==> src/rtl/run_controller.sv <==
// run_controller: sequences one program run of a small core and arbitrates the
// single-port data RAM between the host and the core.
//
// Parameters:
//   MAX_CYCLES       RUN-cycle watchdog limit (1..65535)
// Ports:
//   clk, rst_n       clock, asynchronous active-low reset
//   host_go          level request to start a run
//   host_start_addr  program start address, captured on acceptance
//   host_mem_*       host data-memory access (req/we/addr/wdata), host_mem_gnt out
//   core_mem_*       decoder/register-file memory access (rd/wr/addr/wdata)
//   core_halt        decoder halt
//   ram_*            single-port RAM drive (readmem/writemem/addr/data)
//   core_start(_addr) fetch-unit start pulse and address
//   busy/done/timeout/cycle_count  run status
module run_controller #(
  parameter logic [15:0] MAX_CYCLES = 16'd1000
) (
  input  logic        clk,
  input  logic        rst_n,
  input  logic        host_go,
  input  logic [7:0]  host_start_addr,
  input  logic        host_mem_req,
  input  logic        host_mem_we,
  input  logic [7:0]  host_mem_addr,
  input  logic [7:0]  host_mem_wdata,
  output logic        host_mem_gnt,
  input  logic        core_mem_rd,
  input  logic        core_mem_wr,
  input  logic [7:0]  core_mem_addr,
  input  logic [7:0]  core_mem_wdata,
  input  logic        core_halt,
  output logic        ram_readmem,
  output logic        ram_writemem,
  output logic [7:0]  ram_addr,
  output logic [7:0]  ram_data,
  output logic        core_start,
  output logic [7:0]  core_start_addr,
  output logic        busy,
  output logic        done,
  output logic        timeout,
  output logic [15:0] cycle_count
);

  typedef enum logic [1:0] {StIdle, StStart, StRun, StDone} state_e;

  state_e      state_q, state_d;
  logic        start_cnt_q, start_cnt_d;
  logic [7:0]  start_addr_q, start_addr_d;
  logic [15:0] count_q, count_d;
  logic        timeout_q, timeout_d;
  logic        accept;

  // A pending host access takes the RAM first; the run start waits for it.
  assign accept = host_go & ~host_mem_req;

  always_ff @(posedge clk or negedge rst_n) begin
    if (!rst_n) begin
      state_q      <= StIdle;
      start_cnt_q  <= 1'b0;
      start_addr_q <= 8'h00;
      count_q      <= 16'h0000;
      timeout_q    <= 1'b0;
    end else begin
      state_q      <= state_d;
      start_cnt_q  <= start_cnt_d;
      start_addr_q <= start_addr_d;
      count_q      <= count_d;
      timeout_q    <= timeout_d;
    end
  end

  always_comb begin
    state_d      = state_q;
    start_cnt_d  = start_cnt_q;
    start_addr_d = start_addr_q;
    count_d      = count_q;
    timeout_d    = timeout_q;
    unique case (state_q)
      StIdle, StDone: begin
        if (accept) begin
          state_d      = StStart;
          start_cnt_d  = 1'b0;
          start_addr_d = host_start_addr;
          count_d      = 16'h0000;
          timeout_d    = 1'b0;
        end
      end
      StStart: begin
        // core_start is held for two cycles; halt is not looked at here.
        if (start_cnt_q) begin
          state_d = StRun;
        end else begin
          start_cnt_d = 1'b1;
        end
      end
      StRun: begin
        // The final RUN cycle (halt or watchdog) is counted too.
        if (count_q != 16'hFFFF) begin
          count_d = count_q + 16'd1;
        end
        if (core_halt) begin
          state_d   = StDone;
          timeout_d = 1'b0;
        end else if (count_q == MAX_CYCLES - 16'd1) begin
          state_d   = StDone;
          timeout_d = 1'b1;
        end
      end
      default: state_d = StIdle;
    endcase
  end

  assign busy            = (state_q == StStart) || (state_q == StRun);
  assign done            = (state_q == StDone);
  assign core_start      = (state_q == StStart);
  assign core_start_addr = start_addr_q;
  assign cycle_count     = count_q;
  assign timeout         = timeout_q;

  // RAM arbitration: the core owns the port while busy, the host otherwise.
  always_comb begin
    ram_readmem  = 1'b0;
    ram_writemem = 1'b0;
    ram_addr     = 8'h00;
    ram_data     = 8'h00;
    host_mem_gnt = 1'b0;
    if (busy) begin
      ram_writemem = core_mem_wr;
      ram_readmem  = core_mem_rd & ~core_mem_wr;  // write wins
      if (core_mem_rd || core_mem_wr) begin
        ram_addr = core_mem_addr;
        ram_data = core_mem_wdata;
      end
    end else if (host_mem_req) begin
      host_mem_gnt = 1'b1;
      ram_writemem = host_mem_we;
      ram_readmem  = ~host_mem_we;
      ram_addr     = host_mem_addr;
      ram_data     = host_mem_wdata;
    end
    // Reset kills any RAM strobe immediately, whatever is requested.
    if (!rst_n) begin
      ram_readmem  = 1'b0;
      ram_writemem = 1'b0;
      ram_addr     = 8'h00;
      ram_data     = 8'h00;
      host_mem_gnt = 1'b0;
    end
  end

endmodule

==> config.mk <==
export PLATFORM = sky130hd
export DESIGN_NAME = run_controller
export DESIGN_NICKNAME = d
export VERILOG_FILES = /design/src/rtl/run_controller.sv
export SDC_FILE = /design/constraint.sdc
export NUM_CORES = 1
export LEC_CHECK = 0
export BUFFER_PORTS_ARGS = -buffer_cell sky130_fd_sc_hd__buf_4
export CAP_MARGIN = 20
export CORE_UTILIZATION = 40
export CTS_BUF_LIST = sky130_fd_sc_hd__clkbuf_16
export CTS_CLUSTER_DIAMETER = 60
export DETAILED_ROUTE_END_ITERATION = 8
export PLACE_DENSITY = 0.76
export SETUP_SLACK_MARGIN = 0.2
export SLEW_MARGIN = 5
export SYNTH_ARGS = -nofsm -noshare
export SYNTH_HDL_FRONTEND = slang
export SYNTH_SLANG_ARGS = --single-unit
==> constraint.sdc <==
create_clock -name clk -period 2.3 [get_ports clk]
set_clock_uncertainty 0.05 [all_clocks]
set_input_delay 0.115 -clock clk [delete_from_list [all_inputs] [get_ports clk]]
set_output_delay 0.115 -clock clk [all_outputs]
set_load 0.01 [all_outputs]
-- Word level (Yosys, flattened, before mapping)
Cells that the tools add are included.
- add/sub/neg operators: 1
- bitwise logic cells: 5
- reductions and logical operators: 11
- multiply operators: 0
- shift operators: 0
- div/mod/pow operators: 0
- $lt $le $gt $ge: 0
- equal/unequal tests: 9
- multiplexer cells: 30
- operator list (cell ; count):
    $mux W8 ; 8
    $mux W16 ; 2
    $pmux W16 S2 ; 1
    $add A16 B1 Y16 const B ; 1
    $eq A16 B10 Y1 const B ; 1
    $ne A16 B16 Y1 const B ; 1
    $mux W1 ; 12
    $reduce_and A3 Y1 ; 3
    $mux W2 ; 4
    $pmux W2 S3 ; 1
    $eq A2 B2 Y1 const B ; 2
    $ne A2 B2 Y1 const B ; 2
    $pmux W1 S2 ; 2
    $reduce_and A2 Y1 ; 2
    $reduce_bool A2 Y1 ; 2
    $ne A3 B3 Y1 const B ; 1
    $not A1 Y1 ; 3
    $and A1 B1 Y1 ; 2
    $eq A2 B1 Y1 const B ; 1
    $logic_not A2 Y1 ; 1
    $logic_or A1 B1 Y1 ; 2
    $ne A2 B1 Y1 const B ; 1
    $reduce_or A2 Y1 ; 1
- word-level logic and storage cells: 61
- memories kept: 0
- bits in writable memories: 0
- flip-flop bits (word level): 28
- output and inout port bits: 47
- ROM bits: 0
- latch bits: 0

-- Logic depth before layout (Yosys ltp)
Gate-level depths: netlist (run 1).
- depth after elaboration: 4
- depth in mapped cells: 8
- mapped depth without buffers: 6

-- Least setup slack after synthesis (run 1)
Ideal clock, no wire load.
- path type: flip-flop to flip-flop
- from: register count_q[0], in the netlist cycle_count[0]
- to: register count_q[13], in the netlist cycle_count[13]
- path buffers: 1
- arrival: 1.806 ns
- library setup time: 0.139 ns
- stages on the path, launching flop included: 7
- path slack: 0.305 ns
- cell sequence: dfrtp_1 -> ha_1 -> nand4_2 -> or4_1 -> clkbuf_1 -> a41oi_1 -> a31oi_1
- longest elaborated chain between the ends: 3
- RTL lines (item ; RTL line ; RTL):
    start, declared ; 50 ; logic [15:0] count_q, count_d;
    start signal, assigned ; 68 ; count_q <= count_d;
    $add A16 B1 Y16 or $ne A16 B16 Y1 (tied branches) ; 100, 99 ;
    $mux W16 or $ne A2 B2 Y1 (tied branches) ; - ;
    $pmux W16 S2 or $reduce_and A3 Y1 (tied branches) ; - ;
Several ways; a longest one is shown, not always the timed one. The select of a mux whose other input is x is not followed.
A chain may end at the register's enable or synchronous reset.

-- Worst setup path in the final report (run 1)
- from: register state_q[0]
- to: output ram_data[2]
- longest elaborated chain between the ends: 4
- RTL lines (item ; RTL line ; RTL):
    start, declared ; 47 ; state_e state_q, state_d;
    start signal, assigned ; 59 ; state_q <= StIdle;
    start signal, assigned ; 65 ; state_q <= state_d;
    $eq A2 B1 Y1 or $eq A2 B2 Y1 (tied branches) ; 114 ; assign busy = (state_q == StStart) || (state_q == StRun);
    $logic_or A1 B1 Y1 * ; 114 ;
    $mux W8 * ; 128 ; if (busy) begin
    $mux W8 * ; 143 ; if (!rst_n) begin
    end, declared ; 36 ; output logic [7:0] ram_data,
Mark *: on every way between the ends. The rest lies on a longest branch, timed or not.

==> reports/qor.txt, run 1 <==
Power, Total: 0.002219 W
Root Driver: clkbuf_16
clock slew at reported path FFs: 70 ps
CTS max path bufs: 2
multiplexer share of the synthesized area: 5.978%
Post-Syn Area: 0.001842 mm²
syn_area_per_cell: 9.643 µm²
commonest cells after routing, fill and taps aside: buf_4 (105), dfrtp_1 (28), a22o_1 (16)
Slew Viols, Final: 0
layout cells sized above 1: 45.52%
row cnt: 24
Compound-Gate Fraction of Synth Area: 27.79%
GRT Total Usage: 22.48%
synthesis-stage register bit count: 28
Max Cap Viol: 0
vias in the first global route: 1861
GP Congestion: 0.8789
outcome: completed
Mapped Nets: 243
pwr dens: 801.3 mW/mm²
CP Max Fanout: 16
Initial Utilization: 42.01%
clock sinks: 28
class of the worst hold path: in2reg
Die X: 69.86 µm
synthesized netlist cell count: 191
Clock Latency Late Sink: 270 ps
worst vdd ir: 0.5029 mV
H-Tree Depth: 1
Leak Pwr: 1.331 nW
Max-slew headroom: 56.73%
Synth Flop Type: dfrtp_1
area grow syn2layout: 50.34%
Period minus WS final: 2000 ps
fin nets: 343
die height: 69.86 µm
Vias/cell: 5.851
warnings from Yosys: 0
largest net degree at the start of global routing: 28
top cell type's share of synthesized area: 38.04%
initial antenna violation count: 0
# IOs: 95
cell taking the most area after synthesis: dfrtp_1
most common cell after layout, fill and taps aside: buf_4
Post-Route WL: 5504 µm
Final TNS setup: 0 ps
CTS tree: built
first-pass GRT wire length: 8990 µm
n_diodes: 0
First-pass DRT Iterations: 4
FMAX: 500.0 MHz
Routed Antenna Nets: 0
Post-synth EDFFs: 0
CP arrival: 1830 ps
core area: 0.004384 mm²
Yosys cell types: 49
main combinational cell family by area after synthesis: compound AO/OA/AOI/OAI gates
total gr overflow: 0
Slew @ Worst Pin: 648.3 ps
asr flop ratio synth: 100.0%
XOR/XNOR Fraction of Synth Area: 0%
1st-iter DRT viols: 138
adder-cell share of the synthesized area: 2.717%
hpwl dp: 4112 µm
# port buffers: 94
sequential element share of the synthesized area: 38.04%
type of the worst setup path: reg2out
crit path launch type: flip-flop
DRC viols: 0
post-DR wirelength/cell: 16.09 µm
Die ar.: 0.004880 mm²
RSZ-0062 raised after global routing: false
Post-Synth Simple-Gate Area: 21.13%
leading post-synthesis cells by cell area: dfrtp_1 (38%), a22o_1 (7.6%), o31ai_1 (6.1%)
crit share post-route: 86.95%
TritonCTS buffer count: 3
final hold violations: 0
CP required: 2130 ps
via count: 2001
final setup violation count: 0
CP Capture Type: output port
layer usage:
layer / routed length (µm) / up-vias / GRT usage, %
li1: - / 949 / -
met1: 2343 / 975 / 29.64
met2: 2741 / 71 / 37.07
met3: 351 / 6 / 5.483
met4: 68 / 0 / 5.556
met5: 0 / - / 0
synthesized netlist by cell type (2+ instances only):
master / number
a21oi_1: 9
a22o_1: 16
and3_1: 4
and2_1: 3
nand4_2: 2
mux2_2: 8
nor2_1: 6
dfrtp_1: 28
buf_2: 3
or2_2: 2
or4_1: 2
o211a_1: 2
ha_1: 4
a31oi_1: 3
nand3_1: 8
nor3_1: 3
nand2_1: 13
nand4_1: 4
o21ai_0: 7
a41oi_1: 3
o22ai_1: 2
clkbuf_1: 7
o31ai_1: 15
mux2i_1: 2
nand2b_1: 2
inv_1: 6
or4b_1: 2
nor2b_1: 2
o41ai_1: 2
nor4_1: 2
per-stage QoR:
stage | setup WS (ps) | hold slack [ps] | std cells | util [%] | cell area [µm²]
floorplan | 305.3 | -230.6 | 191 | - | 1842
global placement | 149.7 | -121.5 | 336 | 60.16 | 2638
detailed placement | 72.22 | -119.9 | 336 | 60.16 | 2638
CTS | 226.9 | 32.43 | 342 | 62.96 | 2760
global route | 209.6 | 31.22 | 342 | 63.16 | 2769
finish | 300.0 | 31.76 | 342 | 63.16 | 2769
cell type report:
class / instances / area [µm²]
clock buffer: 3 / 75.07
fill: 380 / 1615
clock inverter: 1 / 3.754
sequential: 28 / 700.7
timing repair buffer: 107 / 809.5
multi-input combinational: 145 / 1092
inverter: 6 / 22.52
tap: 52 / 65.06
final timing paths:
path	startpoint	endpoint	slack, ps	cells after the start
min in group asynchronous	rst_n	start_cnt_q$_DFFE_PN0P_	150	2
hold reg to reg	core_start_addr[7]$_DFFE_PN0P_	core_start_addr[7]$_DFFE_PN0P_	460	1
max in group asynchronous	rst_n	cycle_count[12]$_DFFE_PN0P_	1530	3
setup / recovery	state_q[0]$_DFFE_PN0P_	ram_data[2]	300	7
setup reg to reg	cycle_count[0]$_DFFE_PN0P_	cycle_count[13]$_DFFE_PN0P_	310	5
hold / removal	host_start_addr[7]	core_start_addr[7]$_DFFE_PN0P_	30	2
report_power, final:
| group | switching, W | internal [W] |
|---|---|---|
| Clock | 0.000172 | 0.000234 |
| Sequential | 0.0000790 | 0.000596 |
| Combinational | 0.000548 | 0.000591 |
worst max-delay path, cell delays in order (launching register included):
cell and delay, ps:
dfrtp_1 390, inv_2 90, ha_4 210, buf_4 160, inv_1 130, o211a_4 300, a22o_1 170, buf_4 120
state kept, by name (all words and copies together), names as in the netlist:
name and flops:
state_q 2, core_start_addr 8, cycle_count 16, timeout 1, start_cnt_q 1
kinds of logic (layout without fill, tap and decap cells):
logic type	after synthesis	count (layout)
mux	10	10
buf+inv	18	117
compound gates	68	68
simple gates	63	63
flops	28	28
fa+ha+maj	4	4
timing repair:
item / in CTS / in global routing
gates resized for setup: 5 / 3
setup buffers: 1 / 0
hold endpoints to repair: 28 / 0
setup endpoints to repair: 32 / 17
hold buffers: 1 / 0
Power figures use the tool's default switching activity.
==> inputs of run 2 (changes only) <==
- CTS_BUF_LIST: sky130_fd_sc_hd__clkbuf_16 -> sky130_fd_sc_hd__clkbuf_2 sky130_fd_sc_hd__clkbuf_4 sky130_fd_sc_hd__clkbuf_8
==> run 2 against run 1 <==
Compared with the run above: sequential share of layout area rose by 0.14 points; utilization shrank 0.23 points; via count is 1.1% higher; worst hold slack got worse by 13 ps; setup slack got worse by 22 ps; first-iteration DRC count unchanged; final area shrank 0.36%; flip-flop and latch count did not move; maximum frequency down 1.1%; largest power group unchanged; highest routed layer unchanged.
==> reports/qor.txt, run 2 (same netlist as run 1, synthesis figures left out) <==
outcome: completed
vias in the first global route: 1862 (+0.054%)
Post-Route WL: 5587 µm (+1.5%)
Root Driver: clkbuf_8
final worst slack: 278.1 ps (-21.91 ps)
1st-iter DRT viols: 138 (unchanged)
core area: 0.004384 mm² (unchanged)
Place WS: 72.22 ps (unchanged)
TritonCTS buffer count: 3 (unchanged)
Clock Latency Late Sink: 280 ps (about the same)
CP arrival: 1860 ps (+30 ps)
die height: 69.86 µm (unchanged)
layout cells sized above 1: 46.92% (+1.4 points)
Worst R2R Path Depth: 5 (unchanged)
Die ar.: 0.004880 mm² (unchanged)
Slew @ Worst Pin: 644.6 ps (-3.726 ps)
Max Cap Viol: 0 (unchanged)
Fill cells: 382 (+0.53%)
slowest stage cell, crit path: dfrtp_1
reg-to-reg endpoint: cycle_count[14]$_DFFE_PN0P_
cell family with most CP delay: buffers and inverters
Period minus WS final: 2022 ps (+21.92 ps)
pwr dens: 776.9 mW/mm² (-3.0%)
H-Tree Depth: 1 (unchanged)
initial antenna violation count: 0 (unchanged)
Critical Path Source: state_q[0]$_DFFE_PN0P_
Placed Cells: 336 (unchanged)
clock slew at reported path FFs: 90 ps (+20 ps)
critical path depth: 7 (unchanged)
final setup violation count: 0 (unchanged)
Initial Utilization: 42.01% (unchanged)
# port buffers: 94 (unchanged)
fin nets: 345 (+0.58%)
class of the worst hold path: in2reg
Max-slew headroom: 56.98% (+0.25 points)
max reg flops: 16 (unchanged)
GRT Total Usage: 22.39% (-0.092 points)
clock sinks: 28 (unchanged)
reg2reg start: cycle_count[1]$_DFFE_PN0P_
largest net degree at the start of global routing: 28 (unchanged)
hpwl dp: 4112 µm (unchanged)
Leak Pwr: 1.328 nW (-0.22%)
Vias/cell: 5.881 (+0.51%)
total gr overflow: 0 (unchanged)
post-DR wirelength/cell: 16.24 µm (+0.92%)
CP Max Fanout: 9 (-7)
DRC viols: 0 (unchanged)
worst vdd ir: 0.5021 mV (-0.16%)
fin cells: 344 (+0.58%)
CP Capture Type: output port
Hold Path Cell Cnt: 2 (unchanged)
commonest cells after routing, fill and taps aside: buf_4 (106), dfrtp_1 (27), a22o_1 (16)
CTS tree: built
via count: 2023 (+1.1%)
# IOs: 95 (unchanged)
met3 usage: 4.618% (-0.87 points)
busiest grt layer: met2
Die X: 69.86 µm (unchanged)
First-pass DRT Iterations: 5 (+1)
CTS max path bufs: 2 (unchanged)
GP Congestion: 0.8789 (unchanged)
Routed Antenna Nets: 0 (unchanged)
RSZ-0062 raised after global routing: true
GRT met1 Usage: 30.19% (+0.55 points)
area grow syn2layout: 49.80%
type of the worst setup path: reg2out
FMAX: 494.6 MHz (-1.1%)
CP required: 2130 ps (about the same)
most common cell after layout, fill and taps aside: buf_4
met2 usage in global routing: 37.71% (+0.64 points)
CP max stage delay: 400 ps (about the same)
n_diodes: 0 (unchanged)
R2R Setup Slk: 320 ps (about the same)
crit path launch type: flip-flop
buffers plus inverters on the worst setup path: 4 (unchanged)
Most Frequent Cell on Critical Path: buf_4
first-pass GRT wire length: 9018 µm (+0.31%)
final hold violations: 0 (unchanged)
crit share post-route: 87.91% (+0.95 points)
Final TNS setup: 0 ps (unchanged)
critical path, cell by cell: inv_2, ha_4, buf_4, and3_4, buf_2, a22o_1, buf_4
fin util: 62.93% (-0.23 points)
row cnt: 24 (unchanged)
Critical Path End: ram_data[1]
Slew Viols, Final: 0 (unchanged)
-- run 2: power by group --
| part | switching, W | leakage [nW] | internal, W |
|---|---|---|---|
| clock | 0.000161 | 0.0288 | 0.000154 |
| combinational | 0.000553 | 0.936 | 0.000601 |
| sequential | 0.0000786 | 0.363 | 0.000596 |
| total | 0.000792 | 1.33 | 0.00135 |
-- run 2: layout make-up --
type | count | area, µm² | area share [%]
Timing Repair Buffer | 109 | 822.0 | 29.80
Inverter | 6 | 22.52 | 0.8163
Multi-Input combinational cell | 145 | 1092 | 39.59
Tap cell | 52 | 65.06 | 2.358
Clock buffer | 4 | 55.05 | 1.995
Sequential cell | 28 | 701.9 | 25.44
-- run 2: worst min path at each step --
stage | slack, ps | to | startpoint
final | 20 | core_start_addr[7]$_DFFE_PN0P_ | host_start_addr[7]
after global placement | -120 | start_cnt_q$_DFFE_PN0P_ | rst_n
after global routing | 9 | core_start_addr[7]$_DFFE_PN0P_ | host_start_addr[7]
after floorplan | -230 | core_start_addr[0]$_DFFE_PN0P_ | rst_n
after detailed placement | -120 | start_cnt_q$_DFFE_PN0P_ | rst_n
after CTS | 20 | core_start_addr[7]$_DFFE_PN0P_ | host_start_addr[7]
-- run 2: worst register-to-register path: stages (launching register included) --
cell     delay (ps)
dfrtp_1         440
ha_1            210
nand4_2         190
or4_4           640
nand2_2         230
o31ai_1         110
-- run 2: metal layers --
layer	vias up	part of all wire, %
met5	-	0
li1	958	-
met3	7	5.6
met1	973	43
met2	85	51
met4	0	0.48
-- run 2: timing repair --
action / in CTS / in global routing
hold buffers: 1 / 0
endpoints found under the setup margin: 32 / 19
buffers inserted: 1 / 1
endpoints found under the hold margin: 28 / 0
resized for setup: 5 / 4
cloned: 0 / 1
pin swaps: 0 / 0
-- run 2: per-stage QoR --
step | total power [W] | area (µm²) | hold slack [ps]
5_1_grt | 0.002270 | 2759 | 9.383
6_report | 0.002143 | 2759 | 18.48
4_1_cts | 0.002125 | 2736 | 15.53
3_3_place_gp | 0.001744 | 2638 | -121.5
2_1_floorplan | 0.001255 | 1842 | -230.6
3_5_place_dp | 0.001779 | 2638 | -119.9
==> inputs of run 3 (changes only) <==
- BUFFER_PORTS_ARGS: -buffer_cell sky130_fd_sc_hd__buf_4 -> default
- DONT_BUFFER_PORTS: default -> 1
- PLACE_DENSITY: 0.76 -> 0.58
==> run 3 against run 2 <==
Compared with the run above: final cell count fell by 23%; die area did not move; first-iteration DRC count fell by 23%; critical path type is now reg2reg; largest cell class unchanged; highest routed layer unchanged.
==> reports/qor.txt, run 3 (same netlist as run 1, synthesis figures left out) <==
layout cells sized above 1: 23.36% (-24 points)
Leak Pwr: 0.9424 nW (-29%)
1st-iter DRT viols: 106 (-23%)
reg2reg start: cycle_count[12]$_DFFE_PN0P_
area grow syn2layout: 21.54%
Root Driver: clkbuf_8
Routed Antenna Nets: 0 (unchanged)
worst vdd ir: 0.5016 mV (about the same)
GP Congestion: 0.8494 (-3.4%)
Psw: 0.0007448 W (-6.0%)
Fill cells: 402 (+5.2%)
final worst slack: 262.3 ps (-15.79 ps)
critical path depth: 5 (-2)
Place WS: 31.98 ps (-40.24 ps)
largest net degree at the start of global routing: 29 (+3.6%)
Clock Power Share: 20.6% (+5.9 points)
most common cell after layout, fill and taps aside: dfrtp_1
Seq pwr share: 36.4% (+4.9 points)
R2R Setup Slk: 260 ps (-60 ps)
Slew @ Worst Pin: 616.1 ps (-28.44 ps)
first-pass GRT wire length: 8549 µm (-5.2%)
outcome: completed
clock sinks: 28 (unchanged)
# IOs: 95 (unchanged)
TritonCTS buffer count: 3 (unchanged)
post-DR wirelength/cell: 20.51 µm (+26%)
Slew Viols, Final: 0 (unchanged)
Sw Ratio: 38.49% (+1.5 points)
commonest cells after routing, fill and taps aside: dfrtp_1 (28), buf_4 (20), a22o_1 (16)
multi-input logic area: 0.001115 mm² (+2.1%)
class of the worst hold path: in2reg
final setup violation count: 0 (unchanged)
CP arrival: 2170 ps (+310 ps)
row cnt: 24 (unchanged)
Initial Utilization: 42.01% (unchanged)
CTS tree: built
slowest stage cell, crit path: or4_4
via count: 1753 (-13%)
n_diodes: 0 (unchanged)
initial antenna violation count: 0 (unchanged)
Die X: 69.86 µm (unchanged)
CP max stage delay: 610 ps (+210 ps)
Period minus WS final: 2038 ps (+15.79 ps)
P_int: 0.001190 W (-12%)
max reg flops: 16 (unchanged)
RSZ-0062 raised after global routing: false
CTS max path bufs: 2 (unchanged)
Clock Latency Late Sink: 280 ps (about the same)
Max-slew headroom: 58.88% (+1.9 points)
Vias/cell: 6.590 (+12%)
Post-Route WL: 5455 µm (-2.4%)
core area: 0.004384 mm² (unchanged)
Final TNS setup: 0 ps (unchanged)
die height: 69.86 µm (unchanged)
crit share post-route: 88.59% (+0.69 points)
crit path launch type: flip-flop
hpwl dp: 3959 µm (-3.7%)
CP Max Fanout: 9 (unchanged)
DRC viols: 0 (unchanged)
Die ar.: 0.004880 mm² (unchanged)
total gr overflow: 0 (unchanged)
clock slew at reported path FFs: 100 ps (about the same)
fin util: 51.06% (-12 points)
Max Cap Viol: 0 (unchanged)
vias in the first global route: 1761 (-5.4%)
final hold violations: 0 (unchanged)
buffers plus inverters on the worst setup path: 1 (-3)
First-pass DRT Iterations: 4 (-1)
FMAX: 490.8 MHz (-0.77%)
CP Capture Type: flip-flop
Critical Path Source: cycle_count[12]$_DFFE_PN0P_
critical path, cell by cell: or4_4, nor4_4, buf_4, nor2_2, o32ai_2
Critical Path End: state_q[1]$_DFFE_PN0P_
fin nets: 267 (-23%)
GRT Total Usage: 21.91% (-0.48 points)
CP required: 2440 ps (+310 ps)
type of the worst setup path: reg2reg
Comb power frac: 43.0% (-11 points)
# port buffers: 0 (-100%)
pwr dens: 864.4 mW/mm² (+11%)
reg-to-reg endpoint: state_q[1]$_DFFE_PN0P_
H-Tree Depth: 1 (unchanged)
area occupied by registers: 700.7 µm² (-0.18%)
cell family with most CP delay: simple AND/OR/NAND/NOR gates
Worst R2R Path Depth: 5 (unchanged)
[run 3: cell types whose count changed in the layout (fill, tap and decap cells not counted), sizes merged]
cell / before / now
inv: 6 / 5
o211a: 2 / 3
clkbuf: 4 / 3
dlygate4sd3: 1 / 9
clkinvlp: 0 / 1
buf: 108 / 21
bufinv: 0 / 1
[run 3: what timing repair did]
item / 4_1_cts / 5_1_grt
setup buffers: 0 / 1
hold endpoints to repair: 36 / 0
hold buffers: 10 / 0
resized for setup: 6 / 6
gates cloned: 1 / 0
pin swaps: 1 / 1
setup endpoints to repair: 33 / 35
[run 3: worst register-to-register path, stage by stage (launching register included)]
cell	delay [ps]
dfrtp_1	540
or4_4	610
nor4_4	270
buf_4	180
nor2_2	40
o32ai_2	260
[run 3: final cells by class]
cell class | instances | share of cell area, %
Sequential cell | 28 | 31.30
Inverter | 6 | 1.174
Clock inverter | 1 | 1.342
Timing Repair Buffer | 30 | 11.63
Tap cell | 52 | 2.907
Clock buffer | 3 | 1.845
Multi-Input combinational cell | 146 | 49.80
[run 3: per-stage QoR]
step | power [W] | area (µm²) | hold slack (ps) | std cells
after floorplan | 0.001255 | 1842 | -230.6 | 191
after global placement | 0.001413 | 1992 | -229.6 | 250
after detailed placement | 0.001446 | 1992 | -229.8 | 250
after CTS | 0.001903 | 2207 | 110.9 | 265
after global routing | 0.002040 | 2238 | 125.7 | 266
final | 0.001935 | 2238 | 117.2 | 266
[run 3: layer usage]
layer	vias up	GRT usage [%]	share of wire (%)
met3	2	3.608	6.5
met4	0	4.667	0.40
met1	870	26.36	40
li1	802	-	-
met2	79	40.71	53
met5	-	0	0
[run 3: power groups by stage]
stage	Combinational [W]	Clock [W]	Sequential (W)
CTS	0.000794	0.000407	0.000702
floorplan	0.000551	0	0.000705
global placement	0.000705	0	0.000707
global route	0.000898	0.000422	0.000720
detailed placement	0.000733	0	0.000713
finish	0.000832	0.000398	0.000704
[run 3: worst min path at each step]
stage | start | endpoint | slack [ps] | depth (start not counted)
after floorplan | rst_n | core_start_addr[0]$_DFFE_PN0P_ | -230 | 0
after global placement | rst_n | cycle_count[0]$_DFFE_PN0P_ | -230 | 0
after detailed placement | rst_n | cycle_count[0]$_DFFE_PN0P_ | -230 | 0
after CTS | core_halt | timeout$_DFFE_PN0P_ | 110 | 2
after global routing | core_halt | timeout$_DFFE_PN0P_ | 130 | 2
final | core_halt | timeout$_DFFE_PN0P_ | 120 | 2
